`src/rtl/fb_mem_arbiter_pkg.sv`:
```
// fb_arb_pkg: shared widths, starvation limit and return-path tag for the framebuffer arbiter
package fb_arb_pkg;
  localparam int FB_ADDR_W     = 17;
  localparam int FB_DATA_W     = 32;
  localparam int FB_BE_W       = 4;
  localparam int FB_STARVE_MAX = 8;
  typedef enum logic [1:0] {TAG_NONE, TAG_DISP, TAG_DRW_RD} tag_t;
endpackage

```
`src/rtl/fb_mem_arbiter_if.sv`:
```
// fb_mem_arbiter_if: draw, display and RAM signals of the framebuffer arbiter
interface fb_mem_arbiter_if
  import fb_arb_pkg::*;
#(
  parameter int ADDR_W = FB_ADDR_W,
  parameter int DATA_W = FB_DATA_W,
  parameter int BE_W   = FB_BE_W
);
  logic              drw_rts;
  logic              drw_rtr;
  logic [ADDR_W-1:0] drw_addr;
  logic [DATA_W-1:0] drw_data;
  logic [BE_W-1:0]   drw_wr_op;
  logic              bcast_xfc;
  logic [DATA_W-1:0] bcast_data;
  logic              disp_rts;
  logic              disp_rtr;
  logic [ADDR_W-1:0] disp_addr;
  logic              disp_valid;
  logic [DATA_W-1:0] disp_data;
  logic              mem_en;
  logic [BE_W-1:0]   mem_we;
  logic [ADDR_W-1:0] mem_addr;
  logic [DATA_W-1:0] mem_wdata;
  logic [DATA_W-1:0] mem_rdata;
  modport slave (
    input  drw_rts, drw_addr, drw_data, drw_wr_op, disp_rts, disp_addr, mem_rdata,
    output drw_rtr, bcast_xfc, bcast_data, disp_rtr, disp_valid, disp_data,
           mem_en, mem_we, mem_addr, mem_wdata
  );
  modport master (
    output drw_rts, drw_addr, drw_data, drw_wr_op, disp_rts, disp_addr, mem_rdata,
    input  drw_rtr, bcast_xfc, bcast_data, disp_rtr, disp_valid, disp_data,
           mem_en, mem_we, mem_addr, mem_wdata
  );
endinterface

```
`src/rtl/fb_mem_arbiter_grant.sv`:
```
// fb_arb_grant: display-priority grant with a starvation counter that forces a draw grant
module fb_arb_grant
  import fb_arb_pkg::*;
#(
  parameter int STARVE_MAX = FB_STARVE_MAX
) (
  input  logic clk,
  input  logic rst,
  input  logic i_drw_rts,
  input  logic i_disp_rts,
  output logic o_drw_rtr,
  output logic o_disp_rtr
);
  localparam int CW = $clog2(STARVE_MAX + 1);
  logic [CW-1:0] r_cnt;
  logic          w_force;
  assign w_force    = r_cnt == CW'(STARVE_MAX);
  assign o_disp_rtr = i_disp_rts & ~w_force;
  assign o_drw_rtr  = i_drw_rts & (~i_disp_rts | w_force);
  // Forcing blocks display grants, so the count never passes STARVE_MAX
  always_ff @(posedge clk or posedge rst)
    if (rst) r_cnt <= '0;
    else     r_cnt <= (!i_drw_rts || o_drw_rtr) ? '0 : o_disp_rtr ? r_cnt + 1'b1 : r_cnt;
endmodule

```
`src/rtl/fb_mem_arbiter.sv`:
```
// fb_mem_arbiter: arbitrates draw RMW and display reads onto one single-port synchronous RAM
module fb_mem_arbiter
  import fb_arb_pkg::*;
#(
  parameter int ADDR_W     = FB_ADDR_W,
  parameter int DATA_W     = FB_DATA_W,
  parameter int BE_W       = FB_BE_W,
  parameter int STARVE_MAX = FB_STARVE_MAX
) (
  input logic             clk,
  input logic             rst,
  fb_mem_arbiter_if.slave bus
);
  logic              w_drw_gnt;
  logic              w_disp_gnt;
  tag_t              w_tag;
  tag_t              r_tag1;
  tag_t              r_tag2;
  logic              r_mem_en;
  logic [BE_W-1:0]   r_mem_we;
  logic [ADDR_W-1:0] r_mem_addr;
  logic [DATA_W-1:0] r_mem_wdata;
  logic              r_bcast_xfc;
  logic [DATA_W-1:0] r_bcast_data;
  logic              r_disp_valid;
  logic [DATA_W-1:0] r_disp_data;
  fb_arb_grant #(.STARVE_MAX(STARVE_MAX)) u_grant (
    .clk        (clk),
    .rst        (rst),
    .i_drw_rts  (bus.drw_rts),
    .i_disp_rts (bus.disp_rts),
    .o_drw_rtr  (w_drw_gnt),
    .o_disp_rtr (w_disp_gnt)
  );
  assign bus.drw_rtr    = w_drw_gnt;
  assign bus.disp_rtr   = w_disp_gnt;
  assign bus.mem_en     = r_mem_en;
  assign bus.mem_we     = r_mem_we;
  assign bus.mem_addr   = r_mem_addr;
  assign bus.mem_wdata  = r_mem_wdata;
  assign bus.bcast_xfc  = r_bcast_xfc;
  assign bus.bcast_data = r_bcast_data;
  assign bus.disp_valid = r_disp_valid;
  assign bus.disp_data  = r_disp_data;
  // A draw with no byte enables is a read and earns a broadcast; writes return nothing
  assign w_tag = w_disp_gnt ? TAG_DISP :
                 (w_drw_gnt && bus.drw_wr_op == '0) ? TAG_DRW_RD : TAG_NONE;
  always_ff @(posedge clk or posedge rst)
    if (rst) begin
      r_mem_en     <= 1'b0;
      r_mem_we     <= '0;
      r_mem_addr   <= '0;
      r_mem_wdata  <= '0;
      r_tag1       <= TAG_NONE;
      r_tag2       <= TAG_NONE;
      r_bcast_xfc  <= 1'b0;
      r_bcast_data <= '0;
      r_disp_valid <= 1'b0;
      r_disp_data  <= '0;
    end else begin
      r_mem_en     <= w_drw_gnt | w_disp_gnt;
      r_mem_we     <= w_drw_gnt ? bus.drw_wr_op : '0;
      r_mem_addr   <= w_disp_gnt ? bus.disp_addr : w_drw_gnt ? bus.drw_addr : '0;
      r_mem_wdata  <= w_drw_gnt ? bus.drw_data : '0;
      r_tag1       <= w_tag;
      r_tag2       <= r_tag1;
      r_bcast_xfc  <= r_tag2 == TAG_DRW_RD;
      r_disp_valid <= r_tag2 == TAG_DISP;
      if (r_tag2 == TAG_DRW_RD) r_bcast_data <= bus.mem_rdata;
      if (r_tag2 == TAG_DISP)   r_disp_data  <= bus.mem_rdata;
    end
endmodule

```
`src/flat_wrapper.sv`:
```
// flat-port wrapper written by rule: the top's interface ports become plain ports
module fb_mem_arbiter_flat import fb_arb_pkg::*;
#(
  parameter int ADDR_W     = FB_ADDR_W,
  parameter int DATA_W     = FB_DATA_W,
  parameter int BE_W       = FB_BE_W,
  parameter int STARVE_MAX = FB_STARVE_MAX
)
  (clk, rst, bus_drw_rts, bus_drw_addr, bus_drw_data, bus_drw_wr_op, bus_disp_rts, bus_disp_addr, bus_mem_rdata, bus_drw_rtr, bus_bcast_xfc, bus_bcast_data, bus_disp_rtr, bus_disp_valid, bus_disp_data, bus_mem_en, bus_mem_we, bus_mem_addr, bus_mem_wdata);
  fb_mem_arbiter_if #(.ADDR_W(ADDR_W), .DATA_W(DATA_W), .BE_W(BE_W)) bus_i ();
  input logic clk;
  input logic rst;
  input wire logic [$bits(bus_i.drw_rts)-1:0] bus_drw_rts;
  input wire logic [$bits(bus_i.drw_addr)-1:0] bus_drw_addr;
  input wire logic [$bits(bus_i.drw_data)-1:0] bus_drw_data;
  input wire logic [$bits(bus_i.drw_wr_op)-1:0] bus_drw_wr_op;
  input wire logic [$bits(bus_i.disp_rts)-1:0] bus_disp_rts;
  input wire logic [$bits(bus_i.disp_addr)-1:0] bus_disp_addr;
  input wire logic [$bits(bus_i.mem_rdata)-1:0] bus_mem_rdata;
  output wire logic [$bits(bus_i.drw_rtr)-1:0] bus_drw_rtr;
  output wire logic [$bits(bus_i.bcast_xfc)-1:0] bus_bcast_xfc;
  output wire logic [$bits(bus_i.bcast_data)-1:0] bus_bcast_data;
  output wire logic [$bits(bus_i.disp_rtr)-1:0] bus_disp_rtr;
  output wire logic [$bits(bus_i.disp_valid)-1:0] bus_disp_valid;
  output wire logic [$bits(bus_i.disp_data)-1:0] bus_disp_data;
  output wire logic [$bits(bus_i.mem_en)-1:0] bus_mem_en;
  output wire logic [$bits(bus_i.mem_we)-1:0] bus_mem_we;
  output wire logic [$bits(bus_i.mem_addr)-1:0] bus_mem_addr;
  output wire logic [$bits(bus_i.mem_wdata)-1:0] bus_mem_wdata;
  assign bus_i.drw_rts = bus_drw_rts;
  assign bus_i.drw_addr = bus_drw_addr;
  assign bus_i.drw_data = bus_drw_data;
  assign bus_i.drw_wr_op = bus_drw_wr_op;
  assign bus_i.disp_rts = bus_disp_rts;
  assign bus_i.disp_addr = bus_disp_addr;
  assign bus_i.mem_rdata = bus_mem_rdata;
  assign bus_drw_rtr = bus_i.drw_rtr;
  assign bus_bcast_xfc = bus_i.bcast_xfc;
  assign bus_bcast_data = bus_i.bcast_data;
  assign bus_disp_rtr = bus_i.disp_rtr;
  assign bus_disp_valid = bus_i.disp_valid;
  assign bus_disp_data = bus_i.disp_data;
  assign bus_mem_en = bus_i.mem_en;
  assign bus_mem_we = bus_i.mem_we;
  assign bus_mem_addr = bus_i.mem_addr;
  assign bus_mem_wdata = bus_i.mem_wdata;
  fb_mem_arbiter #(.ADDR_W(ADDR_W), .DATA_W(DATA_W), .BE_W(BE_W), .STARVE_MAX(STARVE_MAX)) u_core (.clk(clk), .rst(rst), .bus(bus_i));
endmodule
```
`config.mk`:
```
export PLATFORM = sky130hd
export DESIGN_NAME = fb_mem_arbiter_flat
export DESIGN_NICKNAME = d
export VERILOG_FILES = /design/src/rtl/fb_mem_arbiter_pkg.sv /design/src/rtl/fb_mem_arbiter_if.sv /design/src/rtl/fb_mem_arbiter_grant.sv /design/src/rtl/fb_mem_arbiter.sv /design/src/flat_wrapper.sv
export SDC_FILE = /design/constraint.sdc
export NUM_CORES = 1
export LEC_CHECK = 0
export BUFFER_PORTS_ARGS = -buffer_cell sky130_fd_sc_hd__clkbuf_2
export CAP_MARGIN = 15
export CORE_ASPECT_RATIO = 1.75
export CORE_MARGIN = 2
export CORE_UTILIZATION = 51
export CTS_BUF_LIST = sky130_fd_sc_hd__clkbuf_4
export DETAILED_ROUTE_END_ITERATION = 12
export PLACE_DENSITY_LB_ADDON = 0.08
export SETUP_SLACK_MARGIN = 0.3
export SLEW_MARGIN = 20
export SYNTH_ARGS = -nofsm -noshare
export SYNTH_HDL_FRONTEND = slang
export SYNTH_HIERARCHICAL = 1
export SYNTH_SLANG_ARGS = --single-unit
```
`constraint.sdc`:
```
create_clock -name clk -period 7.9 [get_ports clk]
set_input_delay 0.79 -clock clk [delete_from_list [all_inputs] [get_ports clk]]
set_output_delay 0.79 -clock clk [all_outputs]
set_load 0.01 [all_outputs]
```
==> impl_metrics.toml, run 1 <==
[run_status]
status = "completed"

[clocking]
cts_max_path_buffers = 2
clock-root-buffer = "clkbuf_4"
postCtsSetupBuffers = 0
cts_resized = 0
htreeDepth = 4
numCtsBuffers = 17
cts_tree = "yes"
cts.clk_slew.worst_paths_ns = 0.10
cts-hold-fix-buffers = 0
clock_latency_ns = 0.49
cts_sinks = 128

[floorplanning]
placeableCoreArea_mm2 = 0.009094
die_h_um = 132.4
fp.dieW_um = 77.35
core.rowCount = 46
io_pins = 228
start_util = 0.5281
die_area_mm2 = 0.01024

[sta]
max_freq_ghz = 0.3288
rsz0062_at_grt = "no"
slew_viol_final = 0
fin_crit_ns = 3.042
finClkSkew_ns = 0.01404
slew_headroom = 0.4747
hold_violations = 0
finalSetupTns_ns = 0
setup_viol = 0
tightest_slew_ns = 0.7880
finalCritPeriodShare = 0.3850
whs_ns = 0.1834

[setup_path]
worst-setup-path-type = "reg2out"
worstSetupEndpointType = "output port"
cp.required_ns = 7.11
startpoint_type = "register"
arrival_ns = 2.25
cp-startpoint = "u_core/u_grant/r_cnt[0]$_DFFE_PP0P_"
crit_fanout = 40
r2r_start = "u_core/u_grant/r_cnt[0]$_DFFE_PP0P_"
reg2reg_slack_ns = 5.41

[global_routing]
grt_pass1_vias = 3376
grt_usage = 0.2153
antenna_found_initial = 1
grt_max_degree = 92
grt_pass1_wl_mm = 16.69
grt-ovfl-total = 0

[job]
maxCapViolCount = 0

[synth]
ys_seq_area_frac = 0.6670
synth.area.top_cells = "dfrtp_1 67%, mux2_4 18%, and2_1 4.8%"
synth_top_area_cell = "dfrtp_1"
ys_ff_latch = 128
synth_area_mm2 = 0.004802
yosysWarnings = 6
synth_top_area_share = 0.6670
synth_fp_nets = 395
avgSynthCellArea_um2 = 16.73
synth_cell_type_count = 24
syn_inst = 287

[finish]
nFillCells = 685
layout.nets = 628
post-route-util = 0.6940
syn_to_final_growth_pct = 31.42
drive_gt1_frac = 0.6229

[placed_design]
gp_congestion = 0.8138
port_buffers = 227
hpwl_mm = 7.849

[detailed_routing]
drt-initial-drc-count = 115
vias = 3116
viasPerCell = 4.765
dr.pass1.iters = 4
wl_per_cell_um = 16.00
ant_nets = 0
wl_mm = 10.47
drc = 0

[power_and_ir_drop]
ir_drop_mv = 0.1225
powerDensity_mw_per_mm2 = 219.6
p_leak_nw = 3.531

[hold_path]
hp-class = "in2async"
## Yosys cell counts (all sizes together)
| cell type | number |
|---|---|
| a22o | 16 |
| inv | 5 |
| nand2b | 1 |
| or2 | 1 |
| xor2 | 1 |
| nor4 | 1 |
| nor2 | 3 |
| and2 | 38 |
| nand3 | 2 |
| nor2b | 3 |
| xnor2 | 1 |
| mux2 | 64 |
| ha | 2 |
| nand2 | 2 |
| clkbuf | 4 |
| and3 | 1 |
| buf | 12 |
| nand3b | 1 |
| o21ai | 1 |
| dfrtp | 128 |
## cell usage in the layout (no fill, tap or decap), types with 2 or more instances in the layout
master and instances:
ha_1 2, mux2_2 6, bufinv_16 3, dfrtp_1 128, and2_1 37, buf_4 2
clkinv_1 2, clkbuf_4 20, clkinv_4 2, nand2_1 2, mux2_4 58, nor2_1 3
a22o_1 16, inv_1 4, clkinv_2 4, nor2b_4 2, clkbuf_2 227, nand3_1 2
## logic make-up (layout without fill, tap and decap cells)
family,after synthesis,count (layout),synth area share
flops,128,128,0.6670
simple gates,53,53,0.06931
buf+inv,21,267,0.02918
fa+ha+maj,2,2,0.005210
mux,64,64,0.1954
xor+xnor,2,2,0.003648
other cells,0,1,0
compound gates,17,17,0.03022
## flip-flops by register name (all words and copies together), names as in the netlist
name / cells
u_core/bus.bcast_xfc: 1
u_core/bus.mem_en: 1
u_core/bus.bcast_data: 32
u_core/r_tag1: 2
u_core/bus.disp_data: 32
u_core/bus.disp_valid: 1
u_core/r_tag2: 2
u_core/bus.mem_we: 4
u_core/bus.mem_addr: 17
u_core/u_grant/r_cnt: 4
u_core/bus.mem_wdata: 32
## worst max-delay path, cell delays in order, from the launching register on
cell and delay (ns):
dfrtp_1 0.43, inv_1 0.07, ha_1 0.18, nand3b_4 0.08
and2_4 0.24, nor2b_4 0.52, clkbuf_2 0.24
## layer usage
metal  global-route usage  share of wire
met4               0.1270          0.039
met3              0.08082          0.075
met1               0.2205           0.34
met2               0.3686           0.55
met5                    0              0
## path summary, 6_finish.rpt
path / cells past startpoint / to
min in group clk: 0 / u_core/r_tag2[1]$_DFF_PP0_
max in group asynchronous: 3 / u_core/bus.bcast_data[28]$_DFFE_PP0P_
max reg2reg: 7 / u_core/bus.mem_addr[7]$_DFF_PP0_
min: 2 / u_core/u_grant/r_cnt[2]$_DFFE_PP0P_
min reg2reg: 0 / u_core/r_tag2[1]$_DFF_PP0_
max: 6 / bus_drw_rtr
## power by group
part	internal [mW]	switching [mW]
Clock	0.227	0.219
Sequential	0.706	0.0266
Combinational	0.112	0.0953
## area by class of cell
| class | instances | area [um^2] | area share |
|---|---|---|---|
| Antenna cell | 1 | 2.502 | 0.0003965 |
| Clock buffer | 20 | 150.1 | 0.02379 |
| Tap cell | 120 | 150.1 | 0.02379 |
| Multi-Input combinational cell | 138 | 1479 | 0.2343 |
| Clock inverter | 12 | 142.6 | 0.02260 |
| Timing Repair Buffer | 230 | 1162 | 0.1842 |
| Sequential cell | 128 | 3203 | 0.5075 |
| Inverter | 5 | 21.27 | 0.003370 |
## stage by stage
step	std cells	setup slack, ns	instance area, um^2	power, mW
after floorplan	287	3.811	4802	0.8558
after global placement	621	4.745	6005	0.9502
after detailed placement	621	4.651	6005	0.9558
after CTS	653	4.387	6297	1.409
after global routing	654	4.608	6311	1.460
final	654	4.858	6311	1.386
No activity file was read; power rests on OpenSTA's default activity.
==> run 2: changes to the inputs <==
- CORE_UTILIZATION: 51 -> 48
- clock period: 7.9 -> 3.1 ns (I/O delays scaled with it)
==> impl_metrics.toml, run 2 (synthesis results as in run 1) <==
[clocking]
clock_latency_ns = 0.52
cts_tree = "yes"
htreeDepth = 4
postCtsSetupBuffers = 0
numCtsBuffers = 17
cts_sinks = 128
clock-root-buffer = "clkbuf_4"
cts.clk_slew.worst_paths_ns = 0.12
cts_max_path_buffers = 2

[finish]
final_cell_mix = "227 x clkbuf_2, 128 x dfrtp_1, 85 x dlygate4sd3_1"
syn_to_final_growth_pct = 49.53
drive_gt1_frac = 0.5409
layout_commonest_cell = "clkbuf_2"
post-route-util = 0.7335
layout.nets = 718

[power_and_ir_drop]
pwr-share-seq = 0.531
powerDensity_mw_per_mm2 = 490.4
swShare = 0.2709
p_comb_frac = 0.180
p_sw_mw = 0.9537
ir_drop_mv = 0.3146
p_leak_nw = 3.893
internal_power_mw = 2.567
p_clk_frac = 0.289

[floorplanning]
core.rowCount = 48
die_h_um = 136.3
placeableCoreArea_mm2 = 0.009789
io_pins = 228
die_area_mm2 = 0.01085
fp.dieW_um = 79.61
start_util = 0.4905

[global_routing]
grt_max_degree = 56
antenna_found_initial = 1
grt_usage = 0.2375
grt-ovfl-total = 0
grt_pass1_vias = 3884
grt_pass1_wl_mm = 19.20

[detailed_routing]
wl_mm = 12.32
dr.pass1.iters = 4
drc = 0
ant_nets = 0
vias = 3542
viasPerCell = 4.729
wl_per_cell_um = 16.45
drt-initial-drc-count = 118

[sta]
slew_headroom = 0.5030
setup_ws_ns = 0.5255
setup_viol = 0
rsz0062_at_grt = "no"
finalCritPeriodShare = 0.8305
finalSetupTns_ns = 0
max_freq_ghz = 0.3884
tightest_slew_ns = 0.7455
slew_viol_final = 0
hold_violations = 0
finClkSkew_ns = 0.01282
fin_crit_ns = 2.575

[run_status]
status = "completed"

[placed_design]
gp_congestion = 0.7659
pre_cts_ws_ns = 1.116
port_buffers = 227
hpwl_mm = 8.052

[hold_path]
hp-class = "in2reg"

[setup_path]
worst-setup-path-type = "reg2reg"
crit_slowest_cell = "dlygate4sd3_1"
cpPeakStageDelay_ns = 0.57
worstSetupEndpointType = "register"
cp.required_ns = 3.55
crit_fanout = 24
startpoint_type = "register"
path_cells = "inv_1 > ha_1 > nand3b_4 > and2_4 > nor2b_2 > nor2b_1 > buf_4 > a22o_1 > dlygate4sd3_1"
arrival_ns = 3.02

[job]
maxCapViolCount = 0
-- run 2: cell count changes in the layout (fill, tap and decap cells not counted), moves of 2 or more --
cell / change
dlygate4sd3_1: +85
clkinvlp_4: +5
buf_4: +4
buf_12: +2
bufinv_16: -2
clkbuf_4: -2
inv_6: +2
-- run 2: worst paths after layout --
| kind | from | endpoint | slack, ns | depth (start not counted) |
|---|---|---|---|---|
| max | u_core/u_grant/r_cnt[1]$_DFFE_PP0P_ | u_core/bus.mem_addr[5]$_DFF_PP0_ | 0.53 | 9 |
| max in group asynchronous | rst | u_core/bus.bcast_data[0]$_DFFE_PP0P_ | 2.00 | 5 |
| max reg2reg | u_core/u_grant/r_cnt[1]$_DFFE_PP0P_ | u_core/bus.mem_addr[5]$_DFF_PP0_ | 0.53 | 9 |
| min in group asynchronous | rst | u_core/u_grant/r_cnt[2]$_DFFE_PP0P_ | 0.25 | 3 |
| min reg2reg | u_core/r_tag1[0]$_DFF_PP0_ | u_core/r_tag2[0]$_DFF_PP0_ | 0.38 | 0 |
| min | bus_disp_addr[8] | u_core/bus.mem_addr[8]$_DFF_PP0_ | 0.03 | 2 |
-- run 2: cell type report --
type,count,area (um^2)
multi-input combinational,138,1471
clock inverter,14,117.6
timing repair buffer,320,2072
clock buffer,18,135.1
antenna,1,2.502
inverter,5,22.52
tap,125,156.4
fill,666,2609
sequential,128,3203
-- run 2: metrics by stage --
step | power (mW) | instances | hold WS [ns] | area [um^2]
6_report | 3.521 | 749 | 0.03101 | 7181
5_1_grt | 3.695 | 749 | 0.0009422 | 7181
4_1_cts | 3.551 | 745 | 0.0001703 | 7138
3_5_place_dp | 2.441 | 630 | 0.2299 | 6055
3_3_place_gp | 2.427 | 630 | 0.2217 | 6055
2_1_floorplan | 2.181 | 287 | 0.07608 | 4806
-- run 2: routing by layer --
metal	track usage	vias to the layer above	part of all wire
li1	-	1610	-
met1	0.2428	1753	0.33
met2	0.4132	153	0.56
met3	0.09363	26	0.080
met4	0.1188	0	0.027
met5	0	-	0
-- run 2: critical path: cells and delay by family, from the launching register on --
family / cells / cell delay [ns]
compound gates: 1 / 0.17
fa+ha+maj: 1 / 0.18
buf+inv: 3 / 0.87
flops: 1 / 0.42
simple gates: 4 / 0.87
-- run 2: repair_timing --
action / 4_1_cts / 5_1_grt
hold buffers: 83 / 2
hold endpoints to repair: 86 / 2
gates resized for setup: 0 / 0
setup endpoints to repair: 0 / 0
-- run 2: power by group through the flow --
stage / combinational (mW) / sequential [mW] / clock, mW
2_1_floorplan: 0.224 / 1.96 / 0
3_3_place_gp: 0.528 / 1.90 / 0
3_5_place_dp: 0.540 / 1.90 / 0
4_1_cts: 0.629 / 1.87 / 1.05
5_1_grt: 0.685 / 1.89 / 1.12
6_report: 0.634 / 1.87 / 1.02
